--- src/rtl/song_pkg.sv ---
// ---------------------------------------------------------------------------
// song_pkg
// Shared definitions for the song screen drawer: FSM state encoding, lane
// colour constants, default field geometry and small elaboration helpers.
// No ports (package).
// ---------------------------------------------------------------------------
package song_pkg;

   // Drawer FSM states
   typedef enum logic [2:0] {
      ST_CLEAR,
      ST_IDLE,
      ST_SHIFT,
      ST_DRAW,
      ST_DONE
   } drawState_t;

   // Lane colours; lanes beyond 4 reuse these modulo 4
   localparam logic [2:0] LANE0        = 3'b100;
   localparam logic [2:0] LANE1        = 3'b010;
   localparam logic [2:0] LANE2        = 3'b001;
   localparam logic [2:0] LANE3        = 3'b110;
   localparam logic [2:0] COLOUR_EMPTY = 3'b000;
   localparam logic [2:0] COLOUR_LINE  = 3'b111;

   // Default field geometry (fits inside the 160x120 VGA frame)
   localparam int unsigned DEFAULT_ROWS   = 8;
   localparam int unsigned DEFAULT_LANES  = 4;
   localparam int unsigned DEFAULT_CELL_W = 4;
   localparam int unsigned DEFAULT_CELL_H = 4;
   localparam int unsigned DEFAULT_X0     = 48;
   localparam int unsigned DEFAULT_Y0     = 8;

   // Counter width for a modulo-n count; never narrower than one bit
   function automatic int unsigned cntWidth(input int unsigned n);
      return (n <= 1) ? 1 : $clog2(n);
   endfunction

   // Colour assigned to a lane index
   function automatic logic [2:0] laneColour(input int unsigned lane);
      case (lane % 4)
         0:       return LANE0;
         1:       return LANE1;
         2:       return LANE2;
         default: return LANE3;
      endcase
   endfunction

endpackage

--- src/rtl/song_screen_drawer_pixel_scan_counter.sv ---
// ---------------------------------------------------------------------------
// pixel_scan_counter
// Nested scan counters for the note field: px counts fastest, then py, then
// lane, then row. Wraps to all-zero after the final pixel.
// Ports:
//   clock   - system clock
//   clear   - synchronous clear to pixel 0 (dominates enable)
//   enable  - advance one pixel
//   px, py  - pixel offset inside the current cell
//   lane    - current lane (column of cells)
//   row     - current row (row 0 = top)
//   last    - registered flag: counter currently points at the final pixel
// ---------------------------------------------------------------------------
module pixel_scan_counter
   import song_pkg::*;
#(
   parameter int unsigned ROWS   = DEFAULT_ROWS,
   parameter int unsigned LANES  = DEFAULT_LANES,
   parameter int unsigned CELL_W = DEFAULT_CELL_W,
   parameter int unsigned CELL_H = DEFAULT_CELL_H
) (
   input  logic                                clock,
   input  logic                                clear,
   input  logic                                enable,
   output logic [cntWidth(CELL_W)-1:0]         px,
   output logic [cntWidth(CELL_H)-1:0]         py,
   output logic [cntWidth(LANES)-1:0]          lane,
   output logic [cntWidth(ROWS)-1:0]           row,
   output logic                                last
);

   localparam int unsigned PX_W   = cntWidth(CELL_W);
   localparam int unsigned PY_W   = cntWidth(CELL_H);
   localparam int unsigned LANE_W = cntWidth(LANES);
   localparam int unsigned ROW_W  = cntWidth(ROWS);
   localparam bit          SINGLE = ((ROWS * LANES * CELL_W * CELL_H) == 1);

   logic              pxWrap;
   logic              pyWrap;
   logic              laneWrap;
   logic              rowWrap;
   logic [PX_W-1:0]   pxNext;
   logic [PY_W-1:0]   pyNext;
   logic [LANE_W-1:0] laneNext;
   logic [ROW_W-1:0]  rowNext;
   logic              lastNext;

   // Ripple-style carry between the four nested counters
   always_comb begin
      pxWrap   = (px   == PX_W'(CELL_W - 1));
      pyWrap   = (py   == PY_W'(CELL_H - 1));
      laneWrap = (lane == LANE_W'(LANES - 1));
      rowWrap  = (row  == ROW_W'(ROWS - 1));

      pxNext   = pxWrap ? '0 : px + PX_W'(1);
      pyNext   = py;
      laneNext = lane;
      rowNext  = row;
      if (pxWrap) begin
         pyNext = pyWrap ? '0 : py + PY_W'(1);
      end
      if (pxWrap && pyWrap) begin
         laneNext = laneWrap ? '0 : lane + LANE_W'(1);
      end
      if (pxWrap && pyWrap && laneWrap) begin
         rowNext = rowWrap ? '0 : row + ROW_W'(1);
      end

      lastNext = (pxNext   == PX_W'(CELL_W - 1)) &&
                 (pyNext   == PY_W'(CELL_H - 1)) &&
                 (laneNext == LANE_W'(LANES - 1)) &&
                 (rowNext  == ROW_W'(ROWS - 1));
   end

   // Counter registers; last is precomputed so it lines up with the position
   always_ff @(posedge clock) begin
      if (clear) begin
         px   <= '0;
         py   <= '0;
         lane <= '0;
         row  <= '0;
         last <= SINGLE;
      end else if (enable) begin
         px   <= pxNext;
         py   <= pyNext;
         lane <= laneNext;
         row  <= rowNext;
         last <= lastNext;
      end
   end

endmodule

--- src/rtl/song_screen_drawer.sv ---
// ---------------------------------------------------------------------------
// song_screen_drawer
// Scrolling note field for the song sequencer. On shiftSong (in IDLE) the
// field scrolls down one row taking noteIn into the top row, then the whole
// field is redrawn one pixel per cycle into the VGA adapter. readyForSong
// pulses when the redraw finishes; the bottom row's note exits on hitRow.
// After reset a blank field is drawn and readyForSong pulses once.
//
// Optional feature macro: SONG_SCREEN_HIT_LINE_EN
//   When defined, a white hit line (LANES*CELL_W pixels) is drawn just below
//   the field after each redraw, delaying readyForSong by that many cycles.
//
// Ports:
//   clock        - system clock (posedge)
//   resetn       - synchronous active-low reset
//   shiftSong    - one-cycle scroll+redraw request (ignored unless IDLE)
//   noteIn       - current song note, sampled in the SHIFT cycle
//   readyForSong - one-cycle pulse after the redraw completes
//   hitRow       - note word that scrolled out of the bottom row
//   x, y         - VGA pixel coordinate (0 when plot=0)
//   colour       - VGA pixel colour (0 when plot=0)
//   plot         - VGA write enable
//   busy         - high in every state except IDLE
// ---------------------------------------------------------------------------
module song_screen_drawer
   import song_pkg::*;
#(
   parameter int unsigned ROWS   = DEFAULT_ROWS,
   parameter int unsigned LANES  = DEFAULT_LANES,
   parameter int unsigned CELL_W = DEFAULT_CELL_W,
   parameter int unsigned CELL_H = DEFAULT_CELL_H,
   parameter int unsigned X0     = DEFAULT_X0,
   parameter int unsigned Y0     = DEFAULT_Y0
) (
   input  logic             clock,
   input  logic             resetn,
   input  logic             shiftSong,
   input  logic [LANES-1:0] noteIn,
   output logic             readyForSong,
   output logic [LANES-1:0] hitRow,
   output logic [7:0]       x,
   output logic [6:0]       y,
   output logic [2:0]       colour,
   output logic             plot,
   output logic             busy
);

   localparam int unsigned PX_W   = cntWidth(CELL_W);
   localparam int unsigned PY_W   = cntWidth(CELL_H);
   localparam int unsigned LANE_W = cntWidth(LANES);
   localparam int unsigned ROW_W  = cntWidth(ROWS);

   drawState_t                  state;
   logic [ROWS-1:0][LANES-1:0]  rows;
   logic [ROWS-1:0][LANES-1:0]  rowsShifted;
   logic [ROWS-1:0][LANES-1:0]  rowView;
   logic                        fieldDone;

   logic [PX_W-1:0]             scanPx;
   logic [PY_W-1:0]             scanPy;
   logic [LANE_W-1:0]           scanLane;
   logic [ROW_W-1:0]            scanRow;
   logic                        scanLast;
   logic                        scanClear;
   logic                        scanStep;

   logic [7:0]                  pixX;
   logic [6:0]                  pixY;
   logic [2:0]                  pixColour;

`ifdef SONG_SCREEN_HIT_LINE_EN
   localparam int unsigned LINE_LEN = LANES * CELL_W;
   localparam int unsigned LINE_W   = cntWidth(LINE_LEN);

   logic [LINE_W-1:0]           lineCnt;
   logic                        lineDone;
   logic [7:0]                  lineX;
   logic [6:0]                  lineY;

   // Hit line sits directly under the bottom row of cells
   always_comb begin
      lineX = 8'(X0 + 32'(lineCnt));
      lineY = 7'(Y0 + ROWS * CELL_H);
   end
`endif

   // Field after a scroll: noteIn enters the top, everything moves down
   always_comb begin
      rowsShifted    = rows;
      rowsShifted[0] = noteIn;
      for (int i = 1; i < int'(ROWS); i++) begin
         rowsShifted[i] = rows[i-1];
      end
   end

   // Pixel 0 is registered in the SHIFT cycle, so it must see the scrolled field
   always_comb begin
      rowView   = (state == ST_SHIFT) ? rowsShifted : rows;
      pixX      = 8'(X0 + 32'(scanLane) * CELL_W + 32'(scanPx));
      pixY      = 7'(Y0 + 32'(scanRow) * CELL_H + 32'(scanPy));
      pixColour = rowView[scanRow][scanLane] ? laneColour(32'(scanLane))
                                             : COLOUR_EMPTY;
   end

   // Counter points at the pixel being registered this cycle
   always_comb begin
      scanClear = !resetn || (state == ST_IDLE);
      scanStep  = (state == ST_CLEAR) || (state == ST_SHIFT) ||
                  ((state == ST_DRAW) && !fieldDone);
   end

   pixel_scan_counter #(
      .ROWS   (ROWS),
      .LANES  (LANES),
      .CELL_W (CELL_W),
      .CELL_H (CELL_H)
   ) u_scan (
      .clock  (clock),
      .clear  (scanClear),
      .enable (scanStep),
      .px     (scanPx),
      .py     (scanPy),
      .lane   (scanLane),
      .row    (scanRow),
      .last   (scanLast)
   );

   // Drawer FSM with registered VGA/handshake outputs
   always_ff @(posedge clock) begin
      if (!resetn) begin
         state        <= ST_CLEAR;
         rows         <= '0;
         hitRow       <= '0;
         fieldDone    <= 1'b0;
         readyForSong <= 1'b0;
         plot         <= 1'b0;
         busy         <= 1'b1;
         x            <= '0;
         y            <= '0;
         colour       <= '0;
`ifdef SONG_SCREEN_HIT_LINE_EN
         lineCnt      <= '0;
         lineDone     <= 1'b0;
`endif
      end else begin
         readyForSong <= 1'b0;
         plot         <= 1'b0;
         x            <= '0;
         y            <= '0;
         colour       <= '0;

         case (state)
            ST_CLEAR: begin
               plot      <= 1'b1;
               x         <= pixX;
               y         <= pixY;
               colour    <= pixColour;
               fieldDone <= scanLast;
               state     <= ST_DRAW;
            end

            ST_IDLE: begin
               if (shiftSong) begin
                  busy  <= 1'b1;
                  state <= ST_SHIFT;
               end
            end

            ST_SHIFT: begin
               rows      <= rowsShifted;
               hitRow    <= rows[ROWS-1];
               plot      <= 1'b1;
               x         <= pixX;
               y         <= pixY;
               colour    <= pixColour;
               fieldDone <= scanLast;
               state     <= ST_DRAW;
            end

            ST_DRAW: begin
               if (!fieldDone) begin
                  plot      <= 1'b1;
                  x         <= pixX;
                  y         <= pixY;
                  colour    <= pixColour;
                  fieldDone <= scanLast;
               end
`ifdef SONG_SCREEN_HIT_LINE_EN
               else if (!lineDone) begin
                  plot     <= 1'b1;
                  x        <= lineX;
                  y        <= lineY;
                  colour   <= COLOUR_LINE;
                  lineCnt  <= lineCnt + LINE_W'(1);
                  lineDone <= (lineCnt == LINE_W'(LINE_LEN - 1));
               end
`endif
               else begin
                  // Last pixel is on the bus this cycle; handshake next
                  readyForSong <= 1'b1;
                  fieldDone    <= 1'b0;
                  state        <= ST_DONE;
               end
            end

            ST_DONE: begin
               busy  <= 1'b0;
               state <= ST_IDLE;
`ifdef SONG_SCREEN_HIT_LINE_EN
               lineCnt  <= '0;
               lineDone <= 1'b0;
`endif
            end

            default: begin
               state <= ST_IDLE;
            end
         endcase
      end
   end

endmodule

--- config.mk ---
export PLATFORM = sky130hd
export DESIGN_NAME = song_screen_drawer
export DESIGN_NICKNAME = d
export VERILOG_FILES = /design/src/rtl/song_pkg.sv /design/src/rtl/song_screen_drawer_pixel_scan_counter.sv /design/src/rtl/song_screen_drawer.sv
export SDC_FILE = /design/constraint.sdc
export NUM_CORES = 1
export LEC_CHECK = 0
export ABC_AREA = 1
export BUFFER_PORTS_ARGS = -buffer_cell sky130_fd_sc_hd__buf_2
export CAP_MARGIN = 10
export CORE_MARGIN = 2
export CORE_UTILIZATION = 25
export CTS_BUF_LIST = sky130_fd_sc_hd__clkbuf_4
export DETAILED_ROUTE_END_ITERATION = 8
export PLACE_DENSITY = 0.48
export SYNTH_ARGS = -nofsm -noshare
export SYNTH_HDL_FRONTEND = slang
export SYNTH_HIERARCHICAL = 1
export SYNTH_SLANG_ARGS = --single-unit
--- constraint.sdc ---
create_clock -name clock -period 4 [get_ports clock]
set_input_delay 0.8 -clock clock [delete_from_list [all_inputs] [get_ports clock]]
set_output_delay 0.8 -clock clock [all_outputs]
set_load 0.05 [all_outputs]
==> results.sh <==
export IMPL_start_util_pct=25.9
export IMPL_tns_ns=0
export IMPL_cts_hold_buf=0
export IMPL_gp_congestion=0.769
export IMPL_worst_pin_slew_ns=0.920
export IMPL_netlist_top_cells_area="dfxtp_1 42%, nand2_1 14%, nand3_1 12%"
export IMPL_io_pins=32
export IMPL_clk_latency_ns=0.42
export IMPL_synth_top_cell_area_share_pct=42.1
export IMPL_netlist_instances=463
export IMPL_rows=40
export IMPL_globalRouteTotalUtil_pct=11.5
export IMPL_final_nets=501
export IMPL_min_period_over_period_pct=59.7
export IMPL_die_area_sq_um=13500
export IMPL_fin_skew_ns=0.0108
export IMPL_crit_end="colour[1]"
export IMPL_fmax_mhz=419
export IMPL_clockRootBuffer="clkbuf_4"
export IMPL_grt_pass1_wl_um=12000
export IMPL_portBuffers=28
export IMPL_grt_setup_unrepaired="false"
export IMPL_via_per_inst=4.28
export IMPL_drc=0
export IMPL_dr_pass1_iters=4
export IMPL_crit_path_end_kind="flip-flop"
export IMPL_antenna_found_initial=1
export IMPL_p_leak_uw=0.00170
export IMPL_postSynthAreaPerCell_sq_um=6.78
export IMPL_grt_overflow_total=0
export IMPL_cp_startpoint="state[0]"
export IMPL_min_period_ns=2.39
export IMPL_first_iter_violations=131
export IMPL_cts_buffers=9
export IMPL_place_inst=641
export IMPL_fin_cells=658
export IMPL_wl_per_cell_um=10.9
export IMPL_area_growth_pct=11.9
export IMPL_status="finished clean"
export IMPL_htree_levels=3
export IMPL_clk_pin_slew_ns=0.11
export IMPL_arrival_ns=2.70
export IMPL_setup_violations=0
export IMPL_r2r_end="colour[1]"
export IMPL_path_class="flip-flop to flip-flop"
export IMPL_routed_wl_um=7170
export IMPL_maxCapViolations=0
export IMPL_ys_types=28
export IMPL_die_width_um=116
export IMPL_yosysTopAreaCell="dfxtp_1"
export IMPL_post_cts_resized=0
export IMPL_cts_tree="done"
export IMPL_vdd_ir_drop_max_mv=0.123
export IMPL_ys_warn_count=6
export IMPL_crit_path_max_fanout=36
export IMPL_antenna_left=0
export IMPL_num_vias=2814
export IMPL_ys_seq_area_share_pct=42.1
export IMPL_clockBufferDepth=2
export IMPL_netlist_area_sq_um=3140
export IMPL_dpl_hpwl_um=5030
export IMPL_crit_path_start_kind="flip-flop"
export IMPL_worstReg2RegStart="state[0]"
export IMPL_post_cts_setup_buffers=0
export IMPL_slew_violations=0
export IMPL_hold_viol_final=0
export IMPL_worstRegToRegCells=12
export IMPL_drive_gt1_share_pct=10.8
export IMPL_hold_class="flip-flop to flip-flop"
export IMPL_coreArea_sq_um=12100
export IMPL_dp_slack_ns=1.64
export IMPL_clock_sinks=66
export IMPL_fillers=1381
export IMPL_r2r_slack_ns=1.61
export IMPL_critPathRequiredTime_ns=4.32
export IMPL_p_per_area_nw_per_um2=431
export IMPL_relSlewSlack_pct=38.0
export IMPL_grt_max_degree=37
export IMPL_synth_seq_cells=66
export IMPL_fin_ws_ns=1.61
export IMPL_die_y_um=116
export IMPL_first_global_vias=2625
worst min-delay path by stage:
stage                 to  cells after the start       from
2_1_floorplan   state[0]                      1  fieldDone
3_3_place_gp   hitRow[3]                      2   rows[31]
3_5_place_dp   hitRow[3]                      2   rows[31]
4_1_cts        hitRow[3]                      2   rows[31]
5_1_grt         state[0]                      1  fieldDone
6_report       hitRow[3]                      2   rows[31]
routing by layer:
layer  track usage (%)  vias up  share of wire (%)
li1                  -     1486                  -
met1              14.5     1267                 49
met2              18.0       55                 45
met3              3.45        6                4.4
met4              5.56        0                1.2
met5                 0        -                  0
synthesized netlist by cell type (all sizes together):
master  count
nand2     122
nand3      74
inv        67
dfxtp      66
nor2       62
buf        18
o21ai      15
a21oi      11
ha         10
clkbuf      4
o211ai      4
clkinv      3
nor3        2
a211oi      1
a31oi       1
conb        1
nand3b      1
nand4       1
state kept, by name, indices dropped and copies added, names as in the netlist:
register	flops
busy	1
colour	3
fieldDone	1
hitRow	4
readyForSong	1
rows	32
state	3
u_scan/lane	2
u_scan/last	1
u_scan/px	2
u_scan/py	2
u_scan/row	3
x	5
y	6
stage by stage:
| stage | power [uW] | utilization (%) | area, sq um | hold WS, ns |
|---|---|---|---|---|
| detailed placement | 1110 | 27.9 | 3380 | 0.458 |
| global placement | 1110 | 27.9 | 3380 | 0.456 |
| global route | 1620 | 29.0 | 3510 | 0.506 |
| finish | 1510 | 29.0 | 3510 | 0.464 |
| CTS | 1540 | 29.0 | 3510 | 0.473 |
| floorplan | 1040 | - | 3150 | 0.426 |
critical path: stages (launching register included):
cell and delay, ns:
dfxtp_1 0.35, inv_2 0.16, nand3_4 0.35, inv_2 0.55, nand2_1 0.14, nand3_1 0.10
nand3_1 0.09, nand3_1 0.10, nand3_1 0.09, nand2_1 0.13, nand2_1 0.07, nand2_2 0.09
nor2_1 0.04
layout by cell type (no fill, tap or decap), types with 2 or more instances in the layout:
master / n
a21oi_1: 9
buf_2: 28
buf_4: 2
clkbuf_4: 9
clkinv_1: 5
clkinv_2: 3
conb_1: 3
dfxtp_1: 66
ha_1: 10
inv_1: 64
inv_2: 3
nand2_1: 120
nand2_2: 2
nand3_1: 73
nor2_1: 62
nor3_1: 2
o211ai_1: 4
o21ai_0: 13
power by group:
group	internal, uW	switching [uW]	total (uW)
combinational	102	252	354
sequential	707	29.3	736
clock	183	241	424
total	992	523	1510
final cells by class:
cell class / instances / area, sq um / share of cell area [%]
Sequential cell: 66 / 1320 / 37.6
Inverter: 70 / 263 / 7.48
Clock buffer: 9 / 67.6 / 1.92
Timing Repair Buffer: 30 / 155 / 4.42
Clock inverter: 7 / 60.1 / 1.71
Multi-Input combinational cell: 307 / 1430 / 40.8
Antenna cell: 1 / 2.50 / 0.0713
Tap cell: 168 / 210 / 5.99
logic make-up after synthesis:
kind of cell               Yosys count  synth area share, %
other                                1                0.120
and+or+nand+nor                    262                 35.1
DFF                                 66                 42.1
AOI/OAI and AO/OA                   32                 6.14
buffers and inverters               92                 12.5
adders and majority gates           10                 3.99
Note: power is estimated with default switching activity, not from simulation.
